--- src/rtl/pe_pkg.sv ---
// Shared processing-element package.
// Holds the default psum word width and buffer depth used across the PE,
// plus the helper that sizes an occupancy counter able to hold 0..depth.
package pe_pkg;

  localparam int unsigned PSUM_WIDTH      = 16;
  localparam int unsigned PSUM_FIFO_DEPTH = 4;

  // One extra bit over the pointer width so that "full" (count == depth)
  // is representable alongside "empty" (count == 0).
  function automatic int unsigned cnt_width(input int unsigned depth);
    return $clog2(depth) + 1;
  endfunction

endpackage

--- src/rtl/psum_fifo_mem.sv ---
// Register file backing the psum transmit buffer.
// Ports:
//   clk, reset_n   falling-edge write clock; async active-low clear to 0
//   we/waddr/wdata single write port
//   raddr/rdata    asynchronous read port
module psum_fifo_mem
  import pe_pkg::*;
#(
  parameter int unsigned DATA_WIDTH = PSUM_WIDTH,
  parameter int unsigned DEPTH      = PSUM_FIFO_DEPTH,
  parameter int unsigned AW         = $clog2(DEPTH)
) (
  input  logic                  clk,
  input  logic                  reset_n,
  input  logic                  we,
  input  logic [AW-1:0]         waddr,
  input  logic [DATA_WIDTH-1:0] wdata,
  input  logic [AW-1:0]         raddr,
  output logic [DATA_WIDTH-1:0] rdata
);

  logic [DATA_WIDTH-1:0] mem [DEPTH];

  always_ff @(negedge clk or negedge reset_n) begin
    if (!reset_n) begin
      mem <= '{default: '0};
    end else if (we) begin
      mem[waddr] <= wdata;
    end
  end

  assign rdata = mem[raddr];

endmodule

--- src/rtl/psum_tx.sv ---
// Transmit end of the PE partial-sum path: a small circular buffer between
// the PE datapath (producer) and the downstream consumer, valid/ready on
// both sides, all state updating on the falling clock edge.
// Ports:
//   clk, reset_n          falling-edge clock; async active-low reset
//   clear                 synchronous flush of pointers, count and overflow
//   in_valid/in_data/in_ready     producer side (in_ready = not full)
//   out_valid/out_data/out_ready  consumer side (out_valid = not empty)
//   count                 occupancy 0..DEPTH
//   overflow              sticky: a push was attempted while full
module psum_tx
  import pe_pkg::*;
#(
  parameter int unsigned DATA_WIDTH = PSUM_WIDTH,
  parameter int unsigned DEPTH      = PSUM_FIFO_DEPTH,
  parameter int unsigned CNT_WIDTH  = cnt_width(DEPTH)
) (
  input  logic                  clk,
  input  logic                  reset_n,
  input  logic                  clear,
  input  logic                  in_valid,
  input  logic [DATA_WIDTH-1:0] in_data,
  output logic                  in_ready,
  output logic                  out_valid,
  output logic [DATA_WIDTH-1:0] out_data,
  input  logic                  out_ready,
  output logic [CNT_WIDTH-1:0]  count,
  output logic                  overflow
);

  localparam int unsigned AW = $clog2(DEPTH);
  localparam logic [CNT_WIDTH-1:0] FULL_COUNT = CNT_WIDTH'(DEPTH);

  logic [AW-1:0] wp;
  logic [AW-1:0] rp;
  logic          push;
  logic          pop;

  // Flags come from registered count only, so there is no path from the
  // handshake inputs to any output; a full buffer never accepts a word even
  // when the consumer pops on the same edge.
  assign in_ready  = (count != FULL_COUNT);
  assign out_valid = (count != '0);
  assign push      = in_valid & in_ready;
  assign pop       = out_valid & out_ready;

  psum_fifo_mem #(
    .DATA_WIDTH (DATA_WIDTH),
    .DEPTH      (DEPTH),
    .AW         (AW)
  ) u_mem (
    .clk     (clk),
    .reset_n (reset_n),
    .we      (push & ~clear),
    .waddr   (wp),
    .wdata   (in_data),
    .raddr   (rp),
    .rdata   (out_data)
  );

  always_ff @(negedge clk or negedge reset_n) begin
    if (!reset_n) begin
      wp       <= '0;
      rp       <= '0;
      count    <= '0;
      overflow <= 1'b0;
    end else if (clear) begin
      wp       <= '0;
      rp       <= '0;
      count    <= '0;
      overflow <= 1'b0;
    end else begin
      // DEPTH is a power of two, so pointer increments wrap naturally.
      if (push) wp <= wp + 1'b1;
      if (pop)  rp <= rp + 1'b1;
      case ({push, pop})
        2'b10:   count <= count + 1'b1;
        2'b01:   count <= count - 1'b1;
        default: count <= count;
      endcase
      if (in_valid && !in_ready) overflow <= 1'b1;
    end
  end

endmodule
--- config.mk ---
export PLATFORM = sky130hd
export DESIGN_NAME = psum_tx
export DESIGN_NICKNAME = d
export VERILOG_FILES = /design/src/rtl/pe_pkg.sv /design/src/rtl/psum_fifo_mem.sv /design/src/rtl/psum_tx.sv
export SDC_FILE = /design/constraint.sdc
export NUM_CORES = 1
export LEC_CHECK = 0
export CAP_MARGIN = 5
export CELL_PAD_IN_SITES_DETAIL_PLACEMENT = 1
export CELL_PAD_IN_SITES_GLOBAL_PLACEMENT = 2
export CORE_MARGIN = 4
export CORE_UTILIZATION = 42
export CTS_CLUSTER_DIAMETER = 200
export CTS_CLUSTER_SIZE = 24
export DETAILED_ROUTE_END_ITERATION = 6
export PLACE_DENSITY_LB_ADDON = 0.2
export RECOVER_POWER = 100
export SETUP_SLACK_MARGIN = 0.5
export SKIP_LAST_GASP = 1
export SLEW_MARGIN = 20
export SYNTH_ARGS = -nofsm -noshare
export SYNTH_HDL_FRONTEND = slang
export SYNTH_HIERARCHICAL = 1
export SYNTH_SLANG_ARGS = --single-unit
--- constraint.sdc ---
create_clock -name clk -period 3.7 [get_ports clk]
set_clock_uncertainty 0.1 [all_clocks]
set_input_delay 0.74 -clock clk [delete_from_list [all_inputs] [get_ports clk]]
set_output_delay 0.74 -clock clk [all_outputs]
set_load 0.05 [all_outputs]
Word level (Yosys, flattened, before mapping)
Index checks and enable logic that the tools add are counted.
{"block": "totals", "reg_bits": 72, "output_inout_bits": 22}
{"block": "op_classes", "n_addsub": 4, "order_cmp": 3, "eq_ne": 3, "n_mux": 14, "bitwise_logic": 6, "reduce_logical": 8}
{"op": "$bwmux 64", "n": 1}
{"op": "$mux 16", "n": 3}
{"op": "$bmux 16 s2", "n": 1}
{"op": "$demux 16 s2", "n": 1}
{"op": "$mux 2", "n": 4}
{"op": "$ge 3x3->1 const B", "n": 2}
{"op": "$not 2->3", "n": 2}
{"op": "$pmux 3 s2", "n": 1}
{"op": "$reduce_bool 2->1", "n": 3}
{"op": "$reduce_bool 3->1", "n": 2}
{"op": "$add 2x1->2 const B", "n": 2}
{"op": "$add 3x1->3 const B", "n": 1}
{"op": "$and 1x1->1", "n": 3}
{"op": "$lt 3x1->1 const B", "n": 1}
{"op": "$mux 3", "n": 1}
{"op": "$ne 3x3->1 const B", "n": 1}
{"op": "$sub 3x1->3 const B", "n": 1}
{"op": "$eq 2x1->1 const B", "n": 1}
{"op": "$eq 2x2->1 const B", "n": 1}
{"op": "$logic_and 1x1->1", "n": 2}
{"op": "$mux 1", "n": 2}
{"op": "$logic_not 1->1", "n": 1}
{"op": "$not 1->1", "n": 1}

Logic depth before layout (Yosys ltp)
{"block": "depth", "depth_word": 6, "mapped_depth": 9}

Modules after synthesis
Netlist, hierarchy kept.
{"module": "psum_fifo_mem", "n_inst": 1, "cells_per_inst": 156, "area_each_um2": 2792.7, "seq_area_each_um2": 1601.5}
{"module": "psum_tx", "n_inst": 1, "cells_per_inst": 59, "area_each_um2": 546.8, "seq_area_each_um2": 200.2}

==> flow_metrics.py <==
metrics = {
    "run_status": {
        "run_status": "finished, violations left",
        "violations": "setup timing",
    },
    "critical_path": {
        "cp-start-kind": "flop",
        "worstSetupPathType": "reg -> out",
        "cp.arrival_ns": 3.60,
        "path_max_fanout": 12,
        "required_ns": 2.86,
        "cp-end-kind": "output pin",
    },
    "global_routing": {
        "grt_pass1_vias": 2434,
        "grt_start_max_net_pins": 73,
        "grt_overflow": 0,
        "groute.usage.overall_pct": 18.5,
        "antenna_found_initial": 0,
        "grt_pass1_wl_um": 13600,
    },
    "route": {
        "post-route-drc-count": 0,
        "wl_per_cell_um": 20.2,
        "vias": 2131,
        "drt-total-wl_um": 8160,
        "drt_iter0_drc": 74,
        "firstDrtPassIters": 4,
        "post_drt_via_cell_ratio": 5.29,
        "final_antenna_net_count": 0,
    },
    "place": {
        "gp_congestion": 0.754,
        "place_hpwl_um": 4970,
        "portBuffers": 42,
        "place_inst": 373,
    },
    "run": {
        "cap_violations": 0,
    },
    "synth": {
        "avgSynthCellArea_um2": 15.5,
        "yosysSeqAreaShare_pct": 54.0,
        "async_reset_ff_share_pct": 100,
        "syn_area_um2": 3340,
        "syn-instance-count": 215,
        "synth_seq_cells": 72,
        "synth_fp_nets": 237,
        "ys_types": 39,
        "yosysWarnings": 6,
        "ys.flop_type": "dfrtn_1",
        "synth_edf_count": 0,
    },
    "power": {
        "power_density_nw_per_um2": 731,
        "total_power_w": 0.00342,
        "power_leakage_nw": 2.13,
        "vdd_drop_max_mv": 0.317,
    },
    "sta": {
        "setup_viol_count_final": 88,
        "hold_viol_final": 0,
        "worst_pin_slew_ns": 0.999,
        "maxSlewHeadroom_pct": 33.4,
        "setup_ws_ns": -0.739,
        "rsz0062_at_grt": "yes",
        "slew_violations": 0,
    },
    "finish": {
        "area_growth_pct": 40.2,
        "final_common_cell": "dfrtn_1",
        "num_antenna_cells": 0,
        "fin_nets": 318,
        "final_cell_mix": "dfrtn_1 (72), mux2_2 (46), buf_4 (32)",
        "drive_gt1_share_pct": 59.1,
        "stdcell_count": 403,
    },
    "floorplanning": {
        "initial_utilization_pct": 43.2,
        "die_w_um": 97.2,
        "die_area_um2": 9440,
        "io_pins": 43,
        "core_area_um2": 7730,
        "rows": 32,
        "die_h_um": 97.2,
    },
    "clock_network": {
        "cts.sinks": 72,
        "cts_tree": "built",
        "clkSlewWorstSetupHoldPaths_ns": 0.06,
        "clockRootBuffer": "clkbuf_8",
        "h-tree-depth": 3,
        "numCtsBuffers": 9,
        "clock_path_buffers": 2,
        "clk_latency_ns": 0.33,
    },
    "min_path": {
        "hp-class": "reg -> reg",
    },
}
[critical path, stage by stage (launching register included)]
cell and delay, ns:
dfrtn_1 0.48, buf_12 0.19, mux4_2 0.53, buf_4 0.21
[report_power, final]
group	switching [W]	internal, W
Sequential	0.000164	0.00110
Clock	0.000311	0.000467
Combinational	0.000680	0.000701
Total	0.00116	0.00227
[sequential cells by signal, summed over array words and instances (netlist names)]
signal and count:
rp 2, count 3, overflow 1, u_mem/mem 64, wp 2
[final timing paths]
check                              startpoint       endpoint  slack [ns]  cells after the start
worst max-delay path                    rp[0]   out_data[12]       -0.74                      3
worst min-delay path            u_mem/mem[29]  u_mem/mem[29]        0.35                      1
worst max register to register       count[2]       count[1]        1.35                      8
worst min register to register  u_mem/mem[29]  u_mem/mem[29]        0.35                      1
max in group asynchronous             reset_n          rp[1]        0.53                      2
min in group asynchronous             reset_n  u_mem/mem[40]        2.32                      2
[per-stage QoR]
stage          hold WS [ns]  util, %  cell area [µm²]  TNS (ns)  worst slack (ns)
2_1_floorplan         0.334        -             3480    -14.41            -0.402
3_3_place_gp          0.342     53.5             4130    -49.75            -0.707
3_5_place_dp          0.350     53.5             4130    -55.21            -0.786
4_1_cts               0.352     60.1             4650    -12.49            -0.762
5_1_grt               0.364     60.6             4680    -24.93            -0.814
6_report              0.351     60.6             4680    -18.59            -0.739
[cell type report]
class	instances	area, µm²
Clock buffer	11	141
Clock inverter	5	104
Fill cell	713	3050
Inverter	2	7.51
Multi-Input combinational cell	128	1610
Sequential cell	72	1800
Tap cell	102	128
Timing Repair Buffer	83	888
[cell usage after synthesis (2+ instances only)]
library cell | n | area [µm²]
xor2_1 | 5 | 43.8
nand3_1 | 2 | 10.0
a21oi_1 | 3 | 15.0
nand3_2 | 3 | 30.0
nand2_1 | 2 | 7.51
mux2_2 | 64 | 721
nor2_1 | 8 | 30.0
buf_6 | 2 | 22.5
buf_4 | 3 | 22.5
nand2_2 | 2 | 12.5
dfrtn_1 | 72 | 1800
nand3b_2 | 2 | 22.5
a31oi_1 | 2 | 12.5
buf_2 | 5 | 25.0
mux4_2 | 16 | 360
[kinds of logic after synthesis]
logic type,synth area share (%)
and+or+nand+nor,6.15
xor gates and xnor gates,1.31
adders and majority gates,0.599
DFF,54.0
muxes,32.4
buffers and inverters,2.96
AOI/OAI and AO/OA,2.66
[layer usage]
layer | global-route usage, % | wire (µm) | up-vias
met5 | 0 | 0 | -
met4 | 4.21 | 40 | 0
met3 | 5.24 | 281 | 4
met2 | 31.2 | 4250 | 39
met1 | 23.7 | 3580 | 1123
li1 | - | - | 965
[timing repair]
| action | 4_1_cts | 5_1_grt |
|---|---|---|
| hold buffers | 0 | 0 |
| pin swaps | 7 | 3 |
| endpoints found under the setup margin | 94 | 89 |
| setup buffers | 7 | 3 |
| gates cloned | 4 | 0 |
| gates resized for setup | 50 | 9 |
(Power assumes the default switching activity.)
